===== src/rtl/led_ctrl_pkg.sv =====
// Shared encodings for the LED pattern controller.
//   Mode encoding (2 bits) and press FSM state encoding (2 bits),
//   plus the mode-advance helper used on a short press.
package led_ctrl_pkg;

    localparam int unsigned MODE_W  = 2;
    localparam int unsigned PRESS_W = 2;

    localparam logic [MODE_W-1:0] MODE_OFF     = 2'd0;
    localparam logic [MODE_W-1:0] MODE_SOLID   = 2'd1;
    localparam logic [MODE_W-1:0] MODE_BLINK   = 2'd2;
    localparam logic [MODE_W-1:0] MODE_BREATHE = 2'd3;

    localparam logic [PRESS_W-1:0] PRESS_IDLE      = 2'd0;
    localparam logic [PRESS_W-1:0] PRESS_HELD      = 2'd1;
    localparam logic [PRESS_W-1:0] PRESS_RESET_REQ = 2'd2;

    // Short press steps through the modes; 3 wraps back to 0.
    function automatic logic [MODE_W-1:0] next_mode(input logic [MODE_W-1:0] m);
        return m + MODE_W'(1);
    endfunction

endpackage


===== src/rtl/btn_debounce.sv =====
// Button synchroniser and tick-based debouncer.
//   clk48   : system clock
//   rst     : asynchronous active-high reset
//   tick    : one-cycle sampling strobe
//   btn_raw : raw button level (active-low)
//   stable  : debounced level, resets to 1 (released)
//   fall    : one-cycle pulse when stable goes 1->0
//   rise    : one-cycle pulse when stable goes 0->1
module btn_debounce
    import led_ctrl_pkg::*;
#(
    parameter int unsigned DEBOUNCE_TICKS = 10
) (
    input  logic clk48,
    input  logic rst,
    input  logic tick,
    input  logic btn_raw,
    output logic stable,
    output logic fall,
    output logic rise
);

    localparam int unsigned DW = (DEBOUNCE_TICKS > 1) ? $clog2(DEBOUNCE_TICKS) : 1;

    logic          sync1;
    logic          sync2;
    logic [DW-1:0] dcnt;

    // Two-flop synchroniser; idle level is released (1).
    always_ff @(posedge clk48 or posedge rst) begin
        if (rst) begin
            sync1 <= 1'b1;
            sync2 <= 1'b1;
        end else begin
            sync1 <= btn_raw;
            sync2 <= sync1;
        end
    end

    // A new level must differ from stable on DEBOUNCE_TICKS consecutive ticks.
    always_ff @(posedge clk48 or posedge rst) begin
        if (rst) begin
            dcnt   <= '0;
            stable <= 1'b1;
            fall   <= 1'b0;
            rise   <= 1'b0;
        end else begin
            fall <= 1'b0;
            rise <= 1'b0;
            if (tick) begin
                if (sync2 == stable) begin
                    dcnt <= '0;
                end else if (dcnt == DW'(DEBOUNCE_TICKS - 1)) begin
                    stable <= sync2;
                    dcnt   <= '0;
                    fall   <= ~sync2;
                    rise   <= sync2;
                end else begin
                    dcnt <= dcnt + DW'(1);
                end
            end
        end
    end

endmodule


===== src/rtl/led_pattern_ctrl.sv =====
// RGB LED pattern controller with button mode select and long-press reset.
//   clk48   : system clock
//   rst     : asynchronous active-high reset
//   usr_btn : raw user button, active-low
//   color   : per-channel duty, channel i at [i*PWM_BITS +: PWM_BITS]
//   led_n   : active-low LED drive, registered
//   rst_n   : active-low bootloader reset request, registered
//   mode    : current pattern mode, registered
module led_pattern_ctrl
    import led_ctrl_pkg::*;
#(
    parameter int unsigned CLK_HZ         = 48000000,
    parameter int unsigned CHANNELS       = 3,
    parameter int unsigned PWM_BITS       = 8,
    parameter int unsigned TICK_DIV       = CLK_HZ / 1000,
    parameter int unsigned DEBOUNCE_TICKS = 10,
    parameter int unsigned LONG_TICKS     = 2000,
    parameter int unsigned BLINK_TICKS    = 250
) (
    input  logic                         clk48,
    input  logic                         rst,
    input  logic                         usr_btn,
    input  logic [CHANNELS*PWM_BITS-1:0] color,
    output logic [CHANNELS-1:0]          led_n,
    output logic                         rst_n,
    output logic [1:0]                   mode
);

    localparam int unsigned TW   = (TICK_DIV > 1) ? $clog2(TICK_DIV) : 1;
    localparam int unsigned HW   = $clog2(LONG_TICKS + 1);
    localparam int unsigned BW   = (BLINK_TICKS > 1) ? $clog2(BLINK_TICKS) : 1;
    localparam int unsigned PW2  = 2 * PWM_BITS;
    localparam logic [PWM_BITS-1:0] ENV_MAX = '1;

    logic [TW-1:0]       tcnt;
    logic                tick;
    logic [PWM_BITS-1:0] pwm_cnt;
    logic [BW-1:0]       bcnt;
    logic                phase;
    logic [PWM_BITS-1:0] env;
    logic                env_down;

    logic                btn_stable;
    logic                btn_fall;
    logic                btn_rise;

    logic [PRESS_W-1:0]  state_q;
    logic [PRESS_W-1:0]  state_d;
    logic [HW-1:0]       hold_q;
    logic [HW-1:0]       hold_d;
    logic [1:0]          mode_d;

    logic [CHANNELS-1:0] on_c;

    // Tick divider; tick is high on the cycle the counter sits at 0 after wrapping.
    always_ff @(posedge clk48 or posedge rst) begin
        if (rst) begin
            tcnt <= '0;
            tick <= 1'b0;
        end else begin
            tick <= (tcnt == TW'(TICK_DIV - 1));
            tcnt <= (tcnt == TW'(TICK_DIV - 1)) ? '0 : tcnt + TW'(1);
        end
    end

    // Free-running PWM ramp.
    always_ff @(posedge clk48 or posedge rst) begin
        if (rst) begin
            pwm_cnt <= '0;
        end else begin
            pwm_cnt <= pwm_cnt + PWM_BITS'(1);
        end
    end

    // Blink phase toggles every BLINK_TICKS ticks, independent of mode.
    always_ff @(posedge clk48 or posedge rst) begin
        if (rst) begin
            bcnt  <= '0;
            phase <= 1'b0;
        end else if (tick) begin
            if (bcnt == BW'(BLINK_TICKS - 1)) begin
                bcnt  <= '0;
                phase <= ~phase;
            end else begin
                bcnt <= bcnt + BW'(1);
            end
        end
    end

    // Triangle envelope; turns around without repeating the end values.
    always_ff @(posedge clk48 or posedge rst) begin
        if (rst) begin
            env      <= '0;
            env_down <= 1'b0;
        end else if (tick) begin
            if (!env_down) begin
                if (env == ENV_MAX) begin
                    env      <= ENV_MAX - PWM_BITS'(1);
                    env_down <= 1'b1;
                end else begin
                    env <= env + PWM_BITS'(1);
                end
            end else begin
                if (env == '0) begin
                    env      <= PWM_BITS'(1);
                    env_down <= 1'b0;
                end else begin
                    env <= env - PWM_BITS'(1);
                end
            end
        end
    end

    btn_debounce #(
        .DEBOUNCE_TICKS (DEBOUNCE_TICKS)
    ) u_btn (
        .clk48   (clk48),
        .rst     (rst),
        .tick    (tick),
        .btn_raw (usr_btn),
        .stable  (btn_stable),
        .fall    (btn_fall),
        .rise    (btn_rise)
    );

    // Press FSM state, hold counter, mode and reset request registers.
    always_ff @(posedge clk48 or posedge rst) begin
        if (rst) begin
            state_q <= PRESS_IDLE;
            hold_q  <= '0;
            mode    <= MODE_OFF;
            rst_n   <= 1'b1;
        end else begin
            state_q <= state_d;
            hold_q  <= hold_d;
            mode    <= mode_d;
            rst_n   <= (state_d != PRESS_RESET_REQ);
        end
    end

    // Press FSM next state; the long-press check outranks a release on the same cycle.
    always_comb begin
        state_d = state_q;
        hold_d  = hold_q;
        mode_d  = mode;
        case (state_q)
            PRESS_IDLE: begin
                if (btn_fall) begin
                    state_d = PRESS_HELD;
                    hold_d  = '0;
                end
            end
            PRESS_HELD: begin
                if (hold_q == HW'(LONG_TICKS)) begin
                    state_d = PRESS_RESET_REQ;
                end else if (btn_rise) begin
                    state_d = PRESS_IDLE;
                    mode_d  = next_mode(mode);
                end else if (tick) begin
                    hold_d = hold_q + HW'(1);
                end
            end
            PRESS_RESET_REQ: begin
                state_d = PRESS_RESET_REQ;
            end
            default: begin
                state_d = PRESS_IDLE;
            end
        endcase
    end

    // Per-channel duty select and PWM compare.
    for (genvar i = 0; i < int'(CHANNELS); i++) begin : g_ch
        logic [PWM_BITS-1:0] col;
        logic [PW2-1:0]      prod;
        logic [PWM_BITS-1:0] duty_c;

        assign col  = color[i*PWM_BITS +: PWM_BITS];
        assign prod = PW2'(col) * PW2'(env);

        always_comb begin
            duty_c = '0;
            case (mode)
                MODE_SOLID:   duty_c = col;
                MODE_BLINK:   duty_c = phase ? col : '0;
                MODE_BREATHE: duty_c = PWM_BITS'(prod >> PWM_BITS);
                default:      duty_c = '0;
            endcase
        end

        assign on_c[i] = (pwm_cnt < duty_c);
    end

    // Registered active-low LED drive.
    always_ff @(posedge clk48 or posedge rst) begin
        if (rst) begin
            led_n <= '1;
        end else begin
            led_n <= ~on_c;
        end
    end

endmodule

===== config.mk =====
export PLATFORM = sky130hd
export DESIGN_NAME = led_pattern_ctrl
export DESIGN_NICKNAME = d
export VERILOG_FILES = /design/src/rtl/led_ctrl_pkg.sv /design/src/rtl/btn_debounce.sv /design/src/rtl/led_pattern_ctrl.sv
export SDC_FILE = /design/constraint.sdc
export NUM_CORES = 1
export LEC_CHECK = 0
export CORE_MARGIN = 1
export CORE_UTILIZATION = 60
export DETAILED_ROUTE_END_ITERATION = 10
export PLACE_DENSITY = 0.83
export SLEW_MARGIN = 5
export SYNTH_ARGS = -nofsm -noshare
export SYNTH_HDL_FRONTEND = slang
export SYNTH_SLANG_ARGS = --single-unit

===== constraint.sdc =====
create_clock -name clk48 -period 7.5 [get_ports clk48]
set_clock_uncertainty 0.15 [all_clocks]
set_input_delay 1.5 -clock clk48 [delete_from_list [all_inputs] [get_ports clk48]]
set_output_delay 1.5 -clock clk48 [all_outputs]
set_load 0.01 [all_outputs]

==> results.py <==
metrics = {
    "clock_tree": {
        "cts_made_buffers": 9,
        "tritoncts": "yes",
        "cts_buffer_depth": 2,
        "clk_pin_slew_ns": 0.06,
        "htreeDepth": 3,
        "postCtsHoldBufs": 0,
        "cts_sinks": 71,
        "clkLatencyLatePin_ns": 0.33,
        "post_cts_buffers": 0,
        "post_cts_resized": 0,
        "cts_root_buf": "clkbuf_16",
    },
    "global_routing": {
        "gr-usage-all-layers": 0.2753,
        "grt_pass1_vias": 7834,
        "grt-ovfl-total": 0,
        "grt_pass1_wl_um": 36490,
        "antenna_found_initial": 0,
        "grt_max_degree": 72,
    },
    "worst_setup_path": {
        "startpoint_type": "primary input",
        "cp.arrival_ns": 7.24,
        "required_ns": 7.61,
        "critPathCaptureType": "register",
        "path_class": "primary input to register",
        "cp_max_fo": 9,
    },
    "detailed_routing": {
        "routed_wirelength_um": 21540,
        "drt_iter0_drc": 419,
        "num_vias": 7556,
        "viasPerCell": 5.716,
        "ant_nets": 0,
        "drtPass1Iterations": 6,
        "wl_per_cell_um": 16.29,
        "drc": 0,
    },
    "timing": {
        "worst_slack_ns": 0.3695,
        "max_freq_mhz": 140.2,
        "setup_viol": 0,
        "finalSetupTns_ns": 0,
        "worstMarginPinSlew_ns": 1.074,
        "slew_headroom": 0.2841,
        "period_share": 0.9507,
        "rsz0062_at_grt": "false",
        "finalCriticalPeriod_ns": 7.130,
        "maxSlewViolCount": 0,
        "final_hold_viol_count": 0,
    },
    "die": {
        "start_util": 0.6171,
        "die_area_um2": 16970,
        "die_x_um": 130.3,
        "io_pins": 33,
        "core_um2": 16000,
        "die_h_um": 130.3,
        "std_cell_rows": 46,
    },
    "synth": {
        "netlist_area_um2": 9874,
        "synth_warnings": 0,
        "synth_seq_cells": 71,
        "ys_types": 69,
        "synth_cells": 1069,
        "syn-num-nets": 1335,
        "syn_area_per_cell_um2": 9.237,
        "synth-seq-area-share": 0.1808,
        "synth-edff-count": 0,
        "ys_async_sr_fraction": 1.000,
        "synth_flop_cell": "dfrtp_1",
    },
    "pwr": {
        "ir_drop_mv": 0.1409,
        "p_int_mw": 0.7009,
        "pwr-share-comb": 0.048,
        "p_sw_frac": 0.2092,
        "power_density_nw_per_um2": 81.80,
        "p_clk_frac": 0.518,
        "p_total_mw": 0.8863,
        "power.switching_mw": 0.1854,
        "p_leak_nw": 5.650,
        "pwr-share-seq": 0.434,
    },
    "run": {
        "drv_cap": 0,
    },
    "status": {
        "status": "complete, no violations",
    },
    "finish": {
        "drive_gt1_frac": 0.06420,
        "areaGrowthSynthToFinish_pct": 9.731,
        "diodes": 0,
        "post-route-util": 0.6772,
        "fin_nets": 1367,
    },
    "place": {
        "place_ws_ns": 0.08300,
        "dp_hpwl_um": 16320,
        "globalplace.congestion": 0.8287,
        "numPortBuffers": 32,
    },
    "hold_path": {
        "min_path_type": "register to register",
    },
}
## worst max-delay path, stage by stage
cell and delay [ns]:
clkdlybuf4s50_1 0.70, nand2_1 0.13, fa_1 0.52, fa_1 0.55
inv_1 0.06, fa_1 0.53, inv_1 0.05, fa_1 0.53
inv_1 0.04, ha_1 0.22, a2111oi_4 0.29, o21ai_2 0.13
a31oi_1 0.27, xnor2_1 0.18, a22oi_1 0.11, or2_1 0.24
ha_1 0.29, a21o_1 0.17, a221oi_2 0.27, o21bai_1 0.09
a221o_1 0.34
## routing by layer
layer | vias to the layer above | global-route usage | wire [um]
met3 | 36 | 0.02870 | 1215
met2 | 223 | 0.5013 | 10990
met5 | - | 0 | 0
met4 | 0 | 0.09234 | 429
met1 | 3715 | 0.3393 | 8896
li1 | 3582 | - | -
## flip-flops by register name, summed over array words and instances (netlist names)
signal,cells
bcnt,8
env,8
env_down,1
hold_q,11
led_n,3
mode,2
phase,1
pwm_cnt,8
rst_n,1
state_q,2
tcnt,16
tick,1
u_btn.dcnt,4
u_btn.fall,1
u_btn.rise,1
u_btn.stable,1
u_btn.sync1,1
u_btn.sync2,1
## logic make-up after synthesis
group,share of synthesized area
compound gates,0.09858
xor+xnor,0.05056
fa+ha+maj,0.3827
buf+inv,0.07172
flops,0.1808
mux,0.006336
simple gates,0.2093
## cells in the final DEF, fill, tap and decap left out, types with 4 or more instances in the layout
cell type | synthesis | final
nand2_1 | 73 | 73
a21o_1 | 13 | 13
nor3_1 | 9 | 9
buf_4 | 0 | 24
nor2_1 | 44 | 44
clkbuf_16 | 0 | 9
ha_1 | 134 | 134
o21ai_0 | 17 | 17
fa_1 | 105 | 105
and2_2 | 5 | 5
nand3_1 | 26 | 26
dfrtp_1 | 64 | 64
clkdlybuf4s50_1 | 0 | 32
nand4b_1 | 5 | 5
nand4_1 | 14 | 14
nor2b_1 | 6 | 6
and2_1 | 149 | 149
a22o_1 | 4 | 4
xnor2_1 | 29 | 29
and3_1 | 11 | 11
or2_1 | 4 | 4
or3_1 | 8 | 8
o21ai_1 | 8 | 8
dfstp_2 | 7 | 7
inv_1 | 153 | 152
a31oi_1 | 7 | 7
o31ai_1 | 4 | 4
mux2i_1 | 4 | 4
a21oi_1 | 25 | 25
a22oi_1 | 16 | 16
and4_1 | 7 | 7
xor2_1 | 28 | 28
## path summary, 6_finish.rpt
kind / start / end / slack, ns / cells after the start
max: color[9] / led_n[1] / 0.37 / 21
min: u_btn.sync1 / u_btn.sync2 / 0.21 / 0
max reg2reg: env[2] / led_n[2] / 1.30 / 20
min reg2reg: u_btn.sync1 / u_btn.sync2 / 0.21 / 0
max in group asynchronous: rst / pwm_cnt[2] / 5.02 / 3
min in group asynchronous: rst / tcnt[15] / 1.60 / 3
## per-stage QoR
stage,cell area (um^2),cells,hold WS (ns)
after CTS,10840,1322,0.2105
after floorplan,9874,1069,0.1952
after detailed placement,10510,1306,0.1990
after global routing,10840,1322,0.2131
after global placement,10510,1306,0.1997
final,10840,1322,0.2085
## synth_stat cells (3+ instances only)
library cell | n | share of area
a211oi_1 | 3 | 0.0023
a21o_1 | 13 | 0.0099
a21oi_1 | 25 | 0.013
a22o_1 | 4 | 0.0035
a22oi_1 | 16 | 0.012
a31oi_1 | 7 | 0.0044
a32oi_1 | 3 | 0.0027
and2_1 | 149 | 0.094
and2_2 | 5 | 0.0038
and3_1 | 11 | 0.0070
and4_1 | 7 | 0.0062
buf_1 | 3 | 0.0011
clkbuf_1 | 30 | 0.011
dfrtp_1 | 64 | 0.16
dfstp_2 | 7 | 0.019
fa_1 | 105 | 0.21
ha_1 | 134 | 0.17
inv_1 | 153 | 0.058
mux2i_1 | 4 | 0.0041
nand2_1 | 73 | 0.028
nand3_1 | 26 | 0.013
nand4_1 | 14 | 0.0089
nand4b_1 | 5 | 0.0044
nor2_1 | 44 | 0.017
nor2b_1 | 6 | 0.0038
nor3_1 | 9 | 0.0046
o21ai_0 | 17 | 0.0086
o21ai_1 | 8 | 0.0041
o21bai_1 | 3 | 0.0023
o22ai_1 | 3 | 0.0019
o31ai_1 | 4 | 0.0030
or2_1 | 4 | 0.0025
or3_1 | 8 | 0.0051
xnor2_1 | 29 | 0.026
xor2_1 | 28 | 0.025
## power by group through the flow
| stage | clock network, mW | logic (mW) | registers, mW |
|---|---|---|---|
| after floorplan | 0 | 0.00612 | 0.391 |
| after global placement | 0 | 0.0421 | 0.391 |
| after detailed placement | 0 | 0.0424 | 0.391 |
| after CTS | 0.465 | 0.0426 | 0.385 |
| after global routing | 0.484 | 0.0460 | 0.385 |
| final | 0.459 | 0.0425 | 0.385 |
## area by class of cell
class                           count  area, um^2
Inverter                          153       574.3
Clock buffer                       11       242.7
Tap cell                          216       270.3
Sequential cell                    71        1785
Timing Repair Buffer               56       500.5
Multi-Input combinational cell    810        7381
Fill cell                        1289        5165
Clock inverter                      5       81.33
No activity file was read; power rests on OpenSTA's default activity.
